[config.mk]
export PLATFORM = sky130hd
export DESIGN_NAME = multi_cycle_controller_flat
export DESIGN_NICKNAME = d
export VERILOG_FILES = /design/src/rtl/multi_cycle_controller_if.sv /design/src/rtl/multi_cycle_controller.sv /design/src/flat_wrapper.sv
export SDC_FILE = /design/constraint.sdc
export NUM_CORES = 1
export LEC_CHECK = 0
export CAP_MARGIN = 10
export CORE_MARGIN = 8
export CORE_UTILIZATION = 50
export DETAILED_ROUTE_END_ITERATION = 10
export DONT_BUFFER_PORTS = 1
export PLACE_DENSITY = 0.7
export SKIP_LAST_GASP = 1
export SLEW_MARGIN = 15
export SYNTH_ARGS = -nofsm -noshare
export SYNTH_HDL_FRONTEND = slang
export SYNTH_SLANG_ARGS = --single-unit
[constraint.sdc]
create_clock -name clk -period 4.2 [get_ports clk]
set_input_delay 1.26 -clock clk [delete_from_list [all_inputs] [get_ports clk]]
set_output_delay 1.26 -clock clk [all_outputs]
set_load 0.03 [all_outputs]
[src/rtl/multi_cycle_controller_if.sv]
// rtl/multi_cycle_controller_if.sv - controller <-> datapath/memory strobe and handshake bundle
interface multi_cycle_controller_if;
  logic [15:0] ir;
  logic        flag_z;
  logic        mem_ack;
  logic        ir_ld, pc_inc, pc_off_ld;
  logic        a_ld, b_ld, z_ld, mdr_ld, flags_ld;
  logic [2:0]  pa;
  logic        rdr;
  logic [2:0]  wp;
  logic        wrr;
  logic        wb_sel;
  logic [2:0]  fsel;
  logic        mem_req, mem_we, addr_sel;
  logic        halted, bus_err, illegal_op;

  modport master (
    input  ir, flag_z, mem_ack,
    output ir_ld, pc_inc, pc_off_ld, a_ld, b_ld, z_ld, mdr_ld, flags_ld,
           pa, rdr, wp, wrr, wb_sel, fsel, mem_req, mem_we, addr_sel,
           halted, bus_err, illegal_op
  );

  modport slave (
    output ir, flag_z, mem_ack,
    input  ir_ld, pc_inc, pc_off_ld, a_ld, b_ld, z_ld, mdr_ld, flags_ld,
           pa, rdr, wp, wrr, wb_sel, fsel, mem_req, mem_we, addr_sel,
           halted, bus_err, illegal_op
  );
endinterface

[src/rtl/multi_cycle_controller.sv]
// rtl/multi_cycle_controller.sv - Moore FSM sequencing the 16-bit multi-cycle datapath
module multi_cycle_controller #(
  parameter int ACK_TIMEOUT = 15,
  parameter int OP_W        = 4
) (
  input  logic                    clk,
  input  logic                    rst_n,
  multi_cycle_controller_if.master bus
);

  typedef enum logic [3:0] {
    S_FETCH, S_DECODE, S_RDA, S_RDB, S_EXEC, S_WB, S_MEMRD, S_WBM,
    S_MEMWR, S_BRANCH, S_HALT, S_HALT_BUS, S_HALT_ILL
  } state_t;

  localparam logic [OP_W-1:0] OP_ADD  = OP_W'(0);
  localparam logic [OP_W-1:0] OP_SUB  = OP_W'(1);
  localparam logic [OP_W-1:0] OP_OR   = OP_W'(2);
  localparam logic [OP_W-1:0] OP_AND  = OP_W'(3);
  localparam logic [OP_W-1:0] OP_NEG  = OP_W'(4);
  localparam logic [OP_W-1:0] OP_MOV  = OP_W'(5);
  localparam logic [OP_W-1:0] OP_LD   = OP_W'(6);
  localparam logic [OP_W-1:0] OP_ST   = OP_W'(7);
  localparam logic [OP_W-1:0] OP_BZ   = OP_W'(8);
  localparam logic [OP_W-1:0] OP_BRA  = OP_W'(9);
  localparam logic [OP_W-1:0] OP_HALT = OP_W'(15);

  state_t          state, nxt;
  logic [7:0]      cnt, cnt_nxt;
  logic [OP_W-1:0] op;
  logic [2:0]      rd, rs1, rs2;
  logic            tmo;
  logic            unused_ir;

  assign op        = bus.ir[15 -: OP_W];
  assign rd        = bus.ir[11:9];
  assign rs1       = bus.ir[8:6];
  assign rs2       = bus.ir[5:3];
  assign unused_ir = ^bus.ir[2:0];
  // Ack is checked before tmo, so a coincident ack always wins.
  assign tmo       = (cnt == 8'(ACK_TIMEOUT - 1));

  always_ff @(posedge clk or negedge rst_n) begin
    if (!rst_n) begin
      state <= S_FETCH;
      cnt   <= '0;
    end else begin
      state <= nxt;
      cnt   <= cnt_nxt;
    end
  end

  always_comb begin
    nxt     = state;
    cnt_nxt = '0;
    case (state)
      S_FETCH, S_MEMRD, S_MEMWR: begin
        if (bus.mem_ack) begin
          if (state == S_FETCH)      nxt = S_DECODE;
          else if (state == S_MEMRD) nxt = S_WBM;
          else                       nxt = S_FETCH;
        end else if (tmo) begin
          nxt = S_HALT_BUS;
        end else begin
          cnt_nxt = cnt + 8'd1;
        end
      end
      S_DECODE: begin
        if (op <= OP_ST)                     nxt = S_RDA;
        else if (op == OP_BZ || op == OP_BRA) nxt = S_BRANCH;
        else if (op == OP_HALT)              nxt = S_HALT;
        else                                 nxt = S_HALT_ILL;
      end
      S_RDA: begin
        if (op == OP_NEG || op == OP_MOV) nxt = S_EXEC;
        else if (op == OP_LD)             nxt = S_MEMRD;
        else                              nxt = S_RDB;
      end
      S_RDB:    nxt = (op == OP_ST) ? S_MEMWR : S_EXEC;
      S_EXEC:   nxt = S_WB;
      S_WB:     nxt = S_FETCH;
      S_WBM:    nxt = S_FETCH;
      S_BRANCH: nxt = S_FETCH;
      default:  nxt = state;
    endcase
  end

  // Strobes are forced low while reset is held so a pending transfer drops at once.
  always_comb begin
    bus.ir_ld      = 1'b0;
    bus.pc_inc     = 1'b0;
    bus.pc_off_ld  = 1'b0;
    bus.a_ld       = 1'b0;
    bus.b_ld       = 1'b0;
    bus.z_ld       = 1'b0;
    bus.mdr_ld     = 1'b0;
    bus.flags_ld   = 1'b0;
    bus.pa         = 3'd0;
    bus.rdr        = 1'b0;
    bus.wp         = 3'd0;
    bus.wrr        = 1'b0;
    bus.wb_sel     = 1'b0;
    bus.fsel       = 3'd0;
    bus.mem_req    = 1'b0;
    bus.mem_we     = 1'b0;
    bus.addr_sel   = 1'b0;
    bus.halted     = 1'b0;
    bus.bus_err    = 1'b0;
    bus.illegal_op = 1'b0;
    if (rst_n) begin
      case (state)
        S_FETCH: begin
          bus.mem_req = 1'b1;
          bus.ir_ld   = bus.mem_ack;
          bus.pc_inc  = bus.mem_ack;
        end
        S_RDA: begin
          bus.pa   = rs1;
          bus.rdr  = 1'b1;
          bus.a_ld = 1'b1;
        end
        S_RDB: begin
          bus.pa   = (op == OP_ST) ? rd : rs2;
          bus.rdr  = 1'b1;
          bus.b_ld = 1'b1;
        end
        S_EXEC: begin
          bus.z_ld     = 1'b1;
          bus.flags_ld = 1'b1;
          case (op)
            OP_ADD:  bus.fsel = 3'b000;
            OP_SUB:  bus.fsel = 3'b001;
            OP_OR:   bus.fsel = 3'b010;
            OP_AND:  bus.fsel = 3'b011;
            OP_NEG:  bus.fsel = 3'b100;
            OP_MOV:  bus.fsel = 3'b110;
            default: bus.fsel = 3'b000;
          endcase
        end
        S_WB: begin
          bus.wp  = rd;
          bus.wrr = 1'b1;
        end
        S_MEMRD: begin
          bus.mem_req  = 1'b1;
          bus.addr_sel = 1'b1;
          bus.mdr_ld   = bus.mem_ack;
        end
        S_WBM: begin
          bus.wp     = rd;
          bus.wrr    = 1'b1;
          bus.wb_sel = 1'b1;
        end
        S_MEMWR: begin
          bus.mem_req  = 1'b1;
          bus.mem_we   = 1'b1;
          bus.addr_sel = 1'b1;
        end
        S_BRANCH:   bus.pc_off_ld = (op == OP_BRA) || (op == OP_BZ && bus.flag_z);
        S_HALT:     bus.halted = 1'b1;
        S_HALT_BUS: begin
          bus.halted  = 1'b1;
          bus.bus_err = 1'b1;
        end
        S_HALT_ILL: begin
          bus.halted     = 1'b1;
          bus.illegal_op = 1'b1;
        end
        default: ;
      endcase
    end
  end

endmodule

[src/flat_wrapper.sv]
// flat-port wrapper written by rule: the top's interface ports become plain ports
module multi_cycle_controller_flat 
#(
  parameter int ACK_TIMEOUT = 15,
  parameter int OP_W        = 4
)
  (clk, rst_n, bus_ir, bus_flag_z, bus_mem_ack, bus_ir_ld, bus_pc_inc, bus_pc_off_ld, bus_a_ld, bus_b_ld, bus_z_ld, bus_mdr_ld, bus_flags_ld, bus_pa, bus_rdr, bus_wp, bus_wrr, bus_wb_sel, bus_fsel, bus_mem_req, bus_mem_we, bus_addr_sel, bus_halted, bus_bus_err, bus_illegal_op);
  multi_cycle_controller_if bus_i ();
  input  logic clk;
  input  logic rst_n;
  input wire logic [$bits(bus_i.ir)-1:0] bus_ir;
  input wire logic [$bits(bus_i.flag_z)-1:0] bus_flag_z;
  input wire logic [$bits(bus_i.mem_ack)-1:0] bus_mem_ack;
  output wire logic [$bits(bus_i.ir_ld)-1:0] bus_ir_ld;
  output wire logic [$bits(bus_i.pc_inc)-1:0] bus_pc_inc;
  output wire logic [$bits(bus_i.pc_off_ld)-1:0] bus_pc_off_ld;
  output wire logic [$bits(bus_i.a_ld)-1:0] bus_a_ld;
  output wire logic [$bits(bus_i.b_ld)-1:0] bus_b_ld;
  output wire logic [$bits(bus_i.z_ld)-1:0] bus_z_ld;
  output wire logic [$bits(bus_i.mdr_ld)-1:0] bus_mdr_ld;
  output wire logic [$bits(bus_i.flags_ld)-1:0] bus_flags_ld;
  output wire logic [$bits(bus_i.pa)-1:0] bus_pa;
  output wire logic [$bits(bus_i.rdr)-1:0] bus_rdr;
  output wire logic [$bits(bus_i.wp)-1:0] bus_wp;
  output wire logic [$bits(bus_i.wrr)-1:0] bus_wrr;
  output wire logic [$bits(bus_i.wb_sel)-1:0] bus_wb_sel;
  output wire logic [$bits(bus_i.fsel)-1:0] bus_fsel;
  output wire logic [$bits(bus_i.mem_req)-1:0] bus_mem_req;
  output wire logic [$bits(bus_i.mem_we)-1:0] bus_mem_we;
  output wire logic [$bits(bus_i.addr_sel)-1:0] bus_addr_sel;
  output wire logic [$bits(bus_i.halted)-1:0] bus_halted;
  output wire logic [$bits(bus_i.bus_err)-1:0] bus_bus_err;
  output wire logic [$bits(bus_i.illegal_op)-1:0] bus_illegal_op;
  assign bus_i.ir = bus_ir;
  assign bus_i.flag_z = bus_flag_z;
  assign bus_i.mem_ack = bus_mem_ack;
  assign bus_ir_ld = bus_i.ir_ld;
  assign bus_pc_inc = bus_i.pc_inc;
  assign bus_pc_off_ld = bus_i.pc_off_ld;
  assign bus_a_ld = bus_i.a_ld;
  assign bus_b_ld = bus_i.b_ld;
  assign bus_z_ld = bus_i.z_ld;
  assign bus_mdr_ld = bus_i.mdr_ld;
  assign bus_flags_ld = bus_i.flags_ld;
  assign bus_pa = bus_i.pa;
  assign bus_rdr = bus_i.rdr;
  assign bus_wp = bus_i.wp;
  assign bus_wrr = bus_i.wrr;
  assign bus_wb_sel = bus_i.wb_sel;
  assign bus_fsel = bus_i.fsel;
  assign bus_mem_req = bus_i.mem_req;
  assign bus_mem_we = bus_i.mem_we;
  assign bus_addr_sel = bus_i.addr_sel;
  assign bus_halted = bus_i.halted;
  assign bus_bus_err = bus_i.bus_err;
  assign bus_illegal_op = bus_i.illegal_op;
  multi_cycle_controller #(.ACK_TIMEOUT(ACK_TIMEOUT), .OP_W(OP_W)) u_core (.clk(clk), .rst_n(rst_n), .bus(bus_i));
endmodule
# After elaboration in Yosys (flattened, before gate mapping)
# Index checks and enable logic that the tools add are counted.
dict set report word_totals {
  reg_bits 12
  wordCells 93
  output_inout_bits 26
}
dict set report classes {
  n_reduce_logical 13
  addsub 1
  n_mux 52
  n_lt_le_gt_ge 1
  n_eq_ne 24
}
# cell count
set ops {}
lappend ops {{equality test 4 x 3 -> 1 bit, second input constant} 8}
lappend ops {{equality test 4 bit, second input constant} 8}
lappend ops {{two-way mux 1 bit} 30}
lappend ops {{two-way mux 4 bit} 7}
lappend ops {{two-way mux 3 bit} 9}
lappend ops {{two-way mux 8 bit} 3}
lappend ops {{case mux 4 bit (6 select lines)} 1}
lappend ops {{equality test 4 x 2 -> 1 bit, second input constant} 4}
lappend ops {{case mux 3 bit (5 select lines)} 1}
lappend ops {{OR reduction 3 bit} 3}
lappend ops {{adder 8 x 1 -> 8 bit, second input constant} 1}
lappend ops {{equality test 4 x 1 -> 1 bit, second input constant} 2}
lappend ops {{equality test 8 x 4 -> 1 bit, second input constant} 1}
lappend ops {{case mux 3 bit (2 select lines)} 1}
lappend ops {{nonzero test 6 bit} 1}
lappend ops {{OR reduction 2 bit} 3}
lappend ops {{<= comparator 4 x 3 -> 1 bit, second input constant} 1}
lappend ops {{logical NOT 4 bit} 1}
lappend ops {{logical OR 1 bit} 3}
lappend ops {{inequality test 3 x 1 -> 1 bit, second input constant} 1}
lappend ops {{AND reduction 2 bit} 1}
lappend ops {{logical AND 1 bit} 1}

# Longest topological paths before layout
# Gate-level depths: netlist of run 1.
dict set report depth {
  ltp_word 5
  ltp_mapped 8
  ltp_nobuf 6
}

# Worst setup path before layout of run 1
# OpenSTA, ideal clock, no wires.
dict set report synth_timing {
  path_type {input to output}
  startpoint {in rst_n}
  endpoint {out bus_fsel[0]}
  required_time_ns 2.940
  cell_stages 3
  t_arrival_ns 2.742
  path_slack_ns 0.198
  cell_sequence {nand2_1 > or3_1 > nor4b_1}
}
dict set report synth_via {
  elab_chain_cells 1
}
# item line
set synth_rtl {}
lappend synth_rtl {{start: declaration} flat_wrapper.sv:10} ;# input logic rst_n;
lappend synth_rtl {{two-way mux 3 bit} multi_cycle_controller.sv:110} ;# if (rst_n) begin
lappend synth_rtl {{end: declaration} flat_wrapper.sv:27} ;# output wire logic [$bits(bus_i.fsel)-1:0] bus_fsel;
# No other way between the ends.

# Worst setup path in the final report of run 1
dict set report layout_timing {
  startpoint {in bus_ir[15]}
  endpoint {out bus_pa[0]}
}
dict set report layout_via {
  elab_chain_cells 4
}
# item line
set layout_rtl {}
lappend layout_rtl {{start: declaration} flat_wrapper.sv:11} ;# input wire logic [$bits(bus_i.ir)-1:0] bus_ir;
lappend layout_rtl {{equality test 4 x 3 -> 1 bit} multi_cycle_controller.sv:123} ;# bus.pa = (op == OP_ST) ? rd : rs2;
lappend layout_rtl {{two-way mux 3 bit} multi_cycle_controller.sv:123}
lappend layout_rtl {{case mux 3 bit (2 select lines)} multi_cycle_controller.sv:111} ;# case (state)
lappend layout_rtl {{two-way mux 3 bit} multi_cycle_controller.sv:110}
lappend layout_rtl {{end: declaration} flat_wrapper.sv:22} ;# output wire logic [$bits(bus_i.pa)-1:0] bus_pa;
# No other way between the ends.

==> flow_metrics.tcl, run 1 <==
set metrics [dict create \
    hold_violations 0 \
    dp_hpwl_um 1920 \
    wl_um 2610 \
    pwr-share-comb 0.490 \
    p_int_uw 314 \
    cts_tree "built" \
    overflow 0 \
    core_mm2 0.00213 \
    htreeDepth 1 \
    root_buffer "clkbuf_4" \
    synth-warning-count 0 \
    gp_congestion 0.798 \
    switching_share 0.507 \
    drive_gt1_frac 0.156 \
    drtIter0Drc 23 \
    cts_inserted_buffers 3 \
    ys_types 44 \
    setup-violations-final 0 \
    fin_worst_skew_ps 5.96 \
    ios 46 \
    outcome "finished clean" \
    startpoint_type "input port" \
    p_per_area_mw_per_mm2 549 \
    grt_pass1_vias 998 \
    fin_crit_sh 0.838 \
    total_power_uw 638 \
    synth_edf_count 0 \
    netlist_instances 138 \
    fin_crit_ps 3520 \
    rsz0062_at_grt "no" \
    final.setup.tns_ps 0 \
    async_flop_share 1.00 \
    worstMarginPinSlew_ps 693 \
    die_y_um 62.6 \
    cts_resized 0 \
    nNetsFinal 164 \
    ir_worst_vdd_mv 0.294 \
    antenna_found_initial 0 \
    post_synth.cell_area_avg_um2 7.88 \
    criticalPathCategory "in -> out" \
    synth_top_cell_area_share 0.276 \
    start_util 0.511 \
    p_clk_frac 0.146 \
    vias_per_cell 5.88 \
    cts_setup_buffers 0 \
    io_buffers 0 \
    netlist_area_mm2 0.00109 \
    endpoint_kind "primary output" \
    yosys_most_used_dff "dfrtp_1" \
    path_clk_slew_ps 80 \
    drtAntennaViolNets 0 \
    crit_fanout 7 \
    yosys-top-cells-count "nor2_1 (19), dfrtp_1 (12), nand2_1 (12), inv_1 (7)" \
    ys_ff_latch 12 \
    drc 0 \
    relSlewSlack 0.538 \
    grt_max_degree 24 \
    slew_viol_final 0 \
    power_leakage_nw 0.522 \
    syn_to_final_growth_pct 6.90 \
    holdWs_ps 510 \
    holdCritPathClass "reg -> reg" \
    p_sw_uw 324 \
    ys_seq_area_frac 0.276 \
    fp.dieW_um 62.6 \
    synth_area_leader_cell "dfrtp_1" \
    preCtsSetupSlack_ps 667 \
    required_ps 2940 \
    synth_area_leaders "dfrtp_1 (28%), nor2_1 (6.6%), nand2_1 (4.1%), mux2i_1 (3.7%), and2_1 (3.5%)" \
    die_area_mm2 0.00392 \
    seqPwrFrac 0.363 \
    n_antenna_cell 0 \
    clk_latency_ps 280 \
    rows 17 \
    layout_setup_ws_ps 679 \
    vias 993 \
    grt_pass1_wl_um 4370 \
    cts.sinks 12 \
    fmax_ghz 0.284 \
    drtPass1Iterations 4 \
    grt.total_usage 0.131 \
    maxCapViolCount 0 \
    ctsHoldBuffers 0 \
    synth_most_common_cell "nor2_1" \
    clockBufferDepth 2 \
    crit_arrival_ps 2260 \
    routedWlPerCell_um 15.5 \
    synth_fp_nets 160 \
]
[worst max-delay path: stages]
cell	delay, ps
and2b_2	240
nand3_2	160
mux2i_1	150
a211oi_1	250
buf_4	200
[cells by family (layout without fill, tap and decap cells)]
group,after synthesis,in the layout,share of synthesized area
AOI/OAI and AO/OA,25,25,0.163
xor gates and xnor gates,5,5,0.0403
adders and majority gates,2,2,0.0230
buffers and inverters,18,21,0.0944
DFF,12,12,0.276
muxes,5,5,0.0472
and+or+nand+nor,71,71,0.356
[cell type report]
| class | instances | area [um^2] |
|---|---|---|
| clock buffers | 4 | 36.3 |
| fillers | 219 | 965 |
| inverters | 7 | 26.3 |
| multi-input cells | 108 | 689 |
| flip-flops and latches | 12 | 300 |
| well taps | 28 | 35.0 |
| repair buffers | 10 | 75.1 |
[path summary, 6_finish.rpt]
check                                                  from                           to  slack [ps]  cells after the start
worst max-delay path                             bus_ir[15]                    bus_pa[0]         680                      5
worst min-delay path                u_core.cnt[0]$_DFF_PN0_      u_core.cnt[0]$_DFF_PN0_         510                      1
worst max register to register  u_core.state[0]$_DFFE_PN0P_  u_core.state[3]$_DFFE_PN0P_        2330                      5
worst min register to register      u_core.cnt[0]$_DFF_PN0_      u_core.cnt[0]$_DFF_PN0_         510                      1
max in group asynchronous                             rst_n  u_core.state[1]$_DFFE_PN0P_        3460                      0
min in group asynchronous                             rst_n      u_core.cnt[5]$_DFF_PN0_         660                      0
[stage by stage]
stage,area (um^2),utilization,instances
6_report,1160,0.546,169
5_1_grt,1160,0.546,169
4_1_cts,1160,0.546,169
3_5_place_dp,1130,0.529,165
3_3_place_gp,1130,0.529,165
2_1_floorplan,1090,-,138
[cell usage in the layout (no fill, tap or decap), drive strengths merged, types with 3 or more instances in the layout]
| cell | n |
|---|---|
| nand2 | 12 |
| dfrtp | 12 |
| nor3 | 5 |
| xor2 | 4 |
| inv | 7 |
| and2 | 6 |
| or3 | 4 |
| mux2i | 4 |
| nor2 | 19 |
| a21oi | 7 |
| buf | 10 |
| nor2b | 3 |
| nand3 | 7 |
| a211oi | 4 |
| o21ai | 4 |
| clkbuf | 4 |
[metal layers]
layer,routed length [um],track usage,vias to the layer above
met5,0,0,-
met4,56,0.0741,0
met3,208,0.0484,5
met2,1170,0.202,40
met1,1170,0.152,462
li1,-,-,486
[registers in the layout (all words and copies together) (netlist names)]
| name | flops |
|---|---|
| u_core.state | 4 |
| u_core.cnt | 8 |
[power by group through the flow]
stage / Sequential [mW] / Combinational, mW / Clock (mW)
after floorplan: 0.154 / 0.368 / 0
after global placement: 0.229 / 0.305 / 0
after detailed placement: 0.231 / 0.312 / 0
after CTS: 0.228 / 0.316 / 0.0944
after global routing: 0.240 / 0.340 / 0.102
final: 0.232 / 0.313 / 0.0933
Power figures use the tool's default switching activity.
==> inputs of run 2 (changes only) <==
==> constraint.sdc (replaced) <==
create_clock -name clk -period 3.6 [get_ports clk]
set_input_delay 1.08 -clock clk [delete_from_list [all_inputs] [get_ports clk]]
set_output_delay 1.08 -clock clk [all_outputs]
set_load 0.03 [all_outputs]
==> run 2 against run 1 <==
Against the previous run:
- non-clock buffer count grew 2
- wire length grew 1.0%
- via count grew 0.30%
- sequential share of layout area shrank 0.17 points
- die area is the same
- first-iteration DRC count grew 87%
- flip-flop and latch count is the same
- power grew 15%
==> flow_metrics.tcl, run 2 (synthesis gave the netlist of run 1 again) <==
set metrics [dict create \
    grt_max_degree 21 \
    cts_inserted_buffers 3 \
    rows 17 \
    grt.total_usage 0.137 \
    drtAntennaViolNets 0 \
    nNetsFinal 166 \
    n_antenna_cell 0 \
    reg.largest.list "u_core.cnt: 8 flops, u_core.state: 4 flops" \
    ir_worst_vdd_mv 0.297 \
    final_common_cell "nor2_1" \
    routedWlPerCell_um 15.5 \
    fillers 205 \
    drtIter0Drc 43 \
    cts_setup_buffers 0 \
    clk_latency_ps 270 \
    slew_viol_final 0 \
    hold_violations 0 \
    holdWs_ps 501 \
    grt_pass1_wl_um 4490 \
    final_cell_mix "nor2_1 (19), nand2_1 (12), buf_4 (12), dfrtp_1 (12), inv_1 (7)" \
    root_buffer "clkbuf_4" \
    seq_area_um2 300 \
    rsz0062_at_grt "no" \
    cts.sinks 12 \
    fin_crit_sh 0.878 \
    dp_hpwl_um 2080 \
    htreeDepth 1 \
    path_clk_slew_ps 70 \
    antenna_found_initial 0 \
    drc 0 \
    vias_per_cell 5.86 \
    drtPass1Iterations 4 \
    worstMarginPinSlew_ps 685 \
    crit_arrival_ps 2080 \
    crit_fanout 7 \
    holdCritPathClass "in -> async" \
    start_util 0.511 \
    largest_register_ffs 8 \
    drive_gt1_frac 0.169 \
    core_mm2 0.00213 \
    wl_um 2640 \
    startpoint_type "input port" \
    grt_pass1_vias 957 \
    maxCapViolCount 0 \
    outcome "finished clean" \
    fp.dieW_um 62.6 \
    multi_input_area_um2 696 \
    setup-violations-final 0 \
    die_area_mm2 0.00392 \
    p_per_area_mw_per_mm2 624 \
    vias 996 \
    final.setup.tns_ps 0 \
    fin_crit_ps 3160 \
    clockBufferDepth 2 \
    fin_worst_skew_ps 7.65 \
    overflow 0 \
    io_buffers 0 \
    gp_congestion 0.825 \
    total_power_uw 731 \
    largest-register "u_core.cnt" \
    power_leakage_nw 0.526 \
    fmax_ghz 0.316 \
    required_ps 2520 \
    syn_to_final_growth_pct 7.59 \
    ctsHoldBuffers 0 \
    die_y_um 62.6 \
    ios 46 \
    relSlewSlack 0.545 \
    endpoint_kind "primary output" \
    cts_resized 0 \
    criticalPathCategory "in -> out" \
    cts_tree "built" \
]
[run 2: layer usage]
metal	routed length, um	GRT usage	vias up	share of wire
li1	-	-	492	-
met1	1210	0.165	474	0.46
met2	1260	0.223	26	0.48
met3	137	0.0412	4	0.052
met4	35	0.0513	0	0.013
met5	0	0	-	0
[run 2: final cells by class]
cell class                 count  area share
multi-input combinational    108       0.595
sequential                    12       0.257
timing repair buffer          12      0.0770
tap                           28      0.0299
inverter                       7      0.0225
clock buffer                   3      0.0193
[run 2: critical path, cell delays in order]
cell	delay, ps
and2b_2	240
nand3_2	160
mux2i_1	150
a211oi_1	240
buf_4	200
[run 2: final timing paths]
path,startpoint,to,slack [ps],cells after the start
max,bus_ir[15],bus_pa[0],440,5
min,rst_n,u_core.state[3]$_DFFE_PN0P_,500,0
max reg2reg,u_core.state[1]$_DFFE_PN0P_,u_core.state[1]$_DFFE_PN0P_,1780,4
min reg2reg,u_core.cnt[0]$_DFF_PN0_,u_core.cnt[0]$_DFF_PN0_,530,1
max in group asynchronous,rst_n,u_core.cnt[0]$_DFF_PN0_,3020,0
min in group clk,u_core.cnt[0]$_DFF_PN0_,u_core.cnt[0]$_DFF_PN0_,530,1
[run 2: per-stage QoR]
| stage | setup slack [ps] | utilization | instances | cell area, um^2 |
|---|---|---|---|---|
| after floorplan | 145 | - | 138 | 1090 |
| after global placement | 468 | 0.539 | 167 | 1150 |
| after detailed placement | 455 | 0.539 | 167 | 1150 |
| after CTS | 444 | 0.550 | 170 | 1170 |
| after global routing | 330 | 0.550 | 170 | 1170 |
| final | 438 | 0.550 | 170 | 1170 |
[run 2: power by group]
group          switching [mW]  total (mW)  internal [mW]
combinational           0.274       0.431          0.157
sequential             0.0580       0.221          0.163
clock                  0.0405      0.0791         0.0386
==> inputs of run 3 (changes only) <==
--- a/config.mk
+++ b/config.mk
@@ -5,11 +5,13 @@
 export SDC_FILE = /design/constraint.sdc
 export NUM_CORES = 1
 export LEC_CHECK = 0
+export ABC_AREA = 1
 export CAP_MARGIN = 10
 export CORE_MARGIN = 8
 export CORE_UTILIZATION = 50
 export DETAILED_ROUTE_END_ITERATION = 10
 export DONT_BUFFER_PORTS = 1
+export GPL_TIMING_DRIVEN = 0
 export PLACE_DENSITY = 0.7
 export SKIP_LAST_GASP = 1
 export SLEW_MARGIN = 15
==> run 3 against run 2 <==
Against the previous run:
- sequential share of layout area shrank 1.7 points
- largest cell class unchanged
- highest routed layer unchanged
- global-route usage grew 0.85 points
- area after synthesis grew 7.5%
- critical path depth shrank 1
- via count grew 16%
- worst setup slack lost 130 ps
- combinational power grew 16%
- fmax shrank 4.0%
- final area grew 7.2%
==> flow_metrics.tcl, run 3 <==
set metrics [dict create \
    r2r_setup_slack_ps 2120 \
    drtAntennaViolNets 0 \
    core_mm2 0.00221 \
    io_buffers 0 \
    grt_pass1_wl_um 4950 \
    synth_fp_nets 215 \
    nNetsFinal 220 \
    dp_hpwl_um 2440 \
    synth-warning-count 0 \
    antenna_found_initial 0 \
    async_flop_share 1.00 \
    p_clk_frac 0.130 \
    netlist_instances 193 \
    synth_area_leader_cell "dfrtp_1" \
    outcome "finished clean" \
    p_sw_uw 456 \
    holdCritPathClass "in -> async" \
    overflow 0 \
    p_per_area_mw_per_mm2 652 \
    cp_slowest_cell "a31oi_1" \
    fmax_ghz 0.304 \
    slew_viol_final 0 \
    rows 17 \
    cts.sinks 12 \
    vias_per_cell 5.14 \
    top_layer "met4" \
    drive_gt1_frac 0.117 \
    cts_inserted_buffers 3 \
    routedWlPerCell_um 12.6 \
    placed_area_mm2 0.00121 \
    drtPass1Iterations 4 \
    die_y_um 64.3 \
    synth_compound_area_frac 0.0632 \
    reg.largest.list "u_core.cnt: 8 flops, u_core.state: 4 flops" \
    largest_register_ffs 8 \
    synth_most_common_cell "nand2_1" \
    vias 1156 \
    final_cell_mix "nand2_1 (56), nor2_1 (35), inv_1 (34)" \
    cts_setup_buffers 0 \
    crit_chain "nand2_1, nor2_1, nand3_1, a31oi_1" \
    met2_length_um 1410 \
    ir_worst_vdd_mv 0.378 \
    cts_tree "built" \
    netlist_area_mm2 0.00117 \
    crit_fanout 5 \
    gp_congestion 0.948 \
    fin_area_mm2 0.00125 \
    post_synth.cell_area_avg_um2 6.06 \
    preCtsSetupSlack_ps -9.77 \
    die_area_mm2 0.00414 \
    root_buffer "clkbuf_4" \
    ctsHoldBuffers 0 \
    critical-path-max-stage-delay_ps 630 \
    fin_crit_ps 3290 \
    hold_violations 0 \
    wl_met1_um 1200 \
    fin_crit_sh 0.914 \
    fp.dieW_um 64.3 \
    ys_ff_latch 12 \
    largest-register "u_core.cnt" \
    syn_to_final_growth_pct 7.28 \
    rsz0062_at_grt "no" \
    seqPwrFrac 0.259 \
    ys_types 28 \
    synth_area_leaders "dfrtp_1 (26%), nand2_1 (18%), nor2_1 (12%), inv_1 (11%), nand3_1 (6.0%)" \
    relSlewSlack 0.269 \
    grt.total_usage 0.145 \
    htreeDepth 1 \
    final_common_cell "nand2_1" \
    synth-simple-area-share 0.512 \
    synth_top_cell_area_share 0.257 \
    power_leakage_nw 0.638 \
    p_int_uw 361 \
    start_util 0.528 \
    drtIter0Drc 59 \
    synth_top_family_by_area "simple AND/OR/NAND/NOR gates" \
    wl_um 2830 \
    maxCapViolCount 0 \
    dr_wl_met3_um 166 \
    synth_xor_area_frac 0.0150 \
    synthMuxAreaShare 0 \
    layout_setup_ws_ps 308 \
    yosys_most_used_dff "dfrtp_1" \
    criticalPathCategory "in -> out" \
    ys_seq_area_frac 0.257 \
    n_antenna_cell 0 \
    clk_latency_ps 270 \
    multi_input_area_um2 728 \
    worstMarginPinSlew_ps 1090 \
    clockBufferDepth 2 \
    endpoint_kind "primary output" \
    startpoint_type "input port" \
    ios 46 \
    fillers 237 \
    synthAdderAreaFrac 0.0214 \
    required_ps 2520 \
    crit_arrival_ps 2210 \
    final.setup.tns_ps 0 \
    grt_pass1_vias 1189 \
    switching_share 0.558 \
    seq_area_um2 300 \
    pwr-share-comb 0.611 \
    grt_max_degree 17 \
    synth_edf_count 0 \
    yosys-top-cells-count "nand2_1 (56), nor2_1 (36), inv_1 (34), nand3_1 (14), dfrtp_1 (12)" \
    drc 0 \
    path_clk_slew_ps 80 \
    fin_worst_skew_ps 8.82 \
    setup-violations-final 0 \
]
[run 3: changes by cell type after synthesis, sizes merged, moves of 4 or more]
cell,change
nor2,+20
or3,-4
inv,+29
mux2i,-4
buf,-7
and2,-6
nor3,+5
nand3,+8
nand2,+48
[run 3: cells by family after synthesis]
family,count (synthesis)
flops,12
compound gates,12
simple gates,126
xor+xnor,2
fa+ha+maj,2
buf+inv,39
[run 3: layout make-up]
type                            instances  area share
Multi-Input combinational cell        142       0.581
Inverter                               36       0.108
Sequential cell                        12       0.240
Tap cell                               28      0.0279
Buffer                                  3      0.0150
Clock buffer                            4      0.0289
[run 3: per-stage QoR]
step | util | hold WS, ps | cells | total power [mW]
after global placement | 0.544 | 477 | 221 | 0.702
final | 0.567 | 491 | 225 | 0.817
after global routing | 0.567 | 475 | 225 | 0.898
after floorplan | - | 451 | 193 | 0.627
after CTS | 0.566 | 482 | 225 | 0.822
after detailed placement | 0.547 | 476 | 221 | 0.713
[run 3: power groups by stage]
stage               Combinational [mW]  Clock (mW)  Sequential, mW
global placement                 0.489           0           0.214
global route                     0.566       0.115           0.218
detailed placement               0.501           0           0.213
finish                           0.500       0.106           0.212
floorplan                        0.427           0           0.200
CTS                              0.502       0.110           0.211
[run 3: what timing repair did]
| action | 4_1_cts | 5_1_grt |
|---|---|---|
| pin swaps | 0 | 0 |
| setup endpoints to repair | 1 | 3 |
| gates resized for setup | 1 | 1 |
[run 3: routing by layer]
metal | up-vias | GRT usage
li1 | 605 | -
met1 | 512 | 0.163
met2 | 35 | 0.258
met3 | 4 | 0.0226
met4 | 0 | 0.0736
met5 | - | 0
[run 3: critical path: cells and delay by family]
kind               cells  cell delay (ps)
AOI/OAI and AO/OA      1              630
and+or+nand+nor        3              500
[run 3: final timing paths]
| path | endpoint | depth (start not counted) | from |
|---|---|---|---|
| setup / recovery | bus_pa[0] | 4 | bus_ir[12] |
| hold / removal | u_core.state[2]$_DFFE_PN0P_ | 0 | rst_n |
| setup reg to reg | u_core.cnt[4]$_DFF_PN0_ | 5 | u_core.state[1]$_DFFE_PN0P_ |
| hold reg to reg | u_core.cnt[0]$_DFF_PN0_ | 1 | u_core.cnt[0]$_DFF_PN0_ |
| max in group asynchronous | u_core.cnt[4]$_DFF_PN0_ | 0 | rst_n |
| min in group clk | u_core.cnt[0]$_DFF_PN0_ | 1 | u_core.cnt[0]$_DFF_PN0_ |
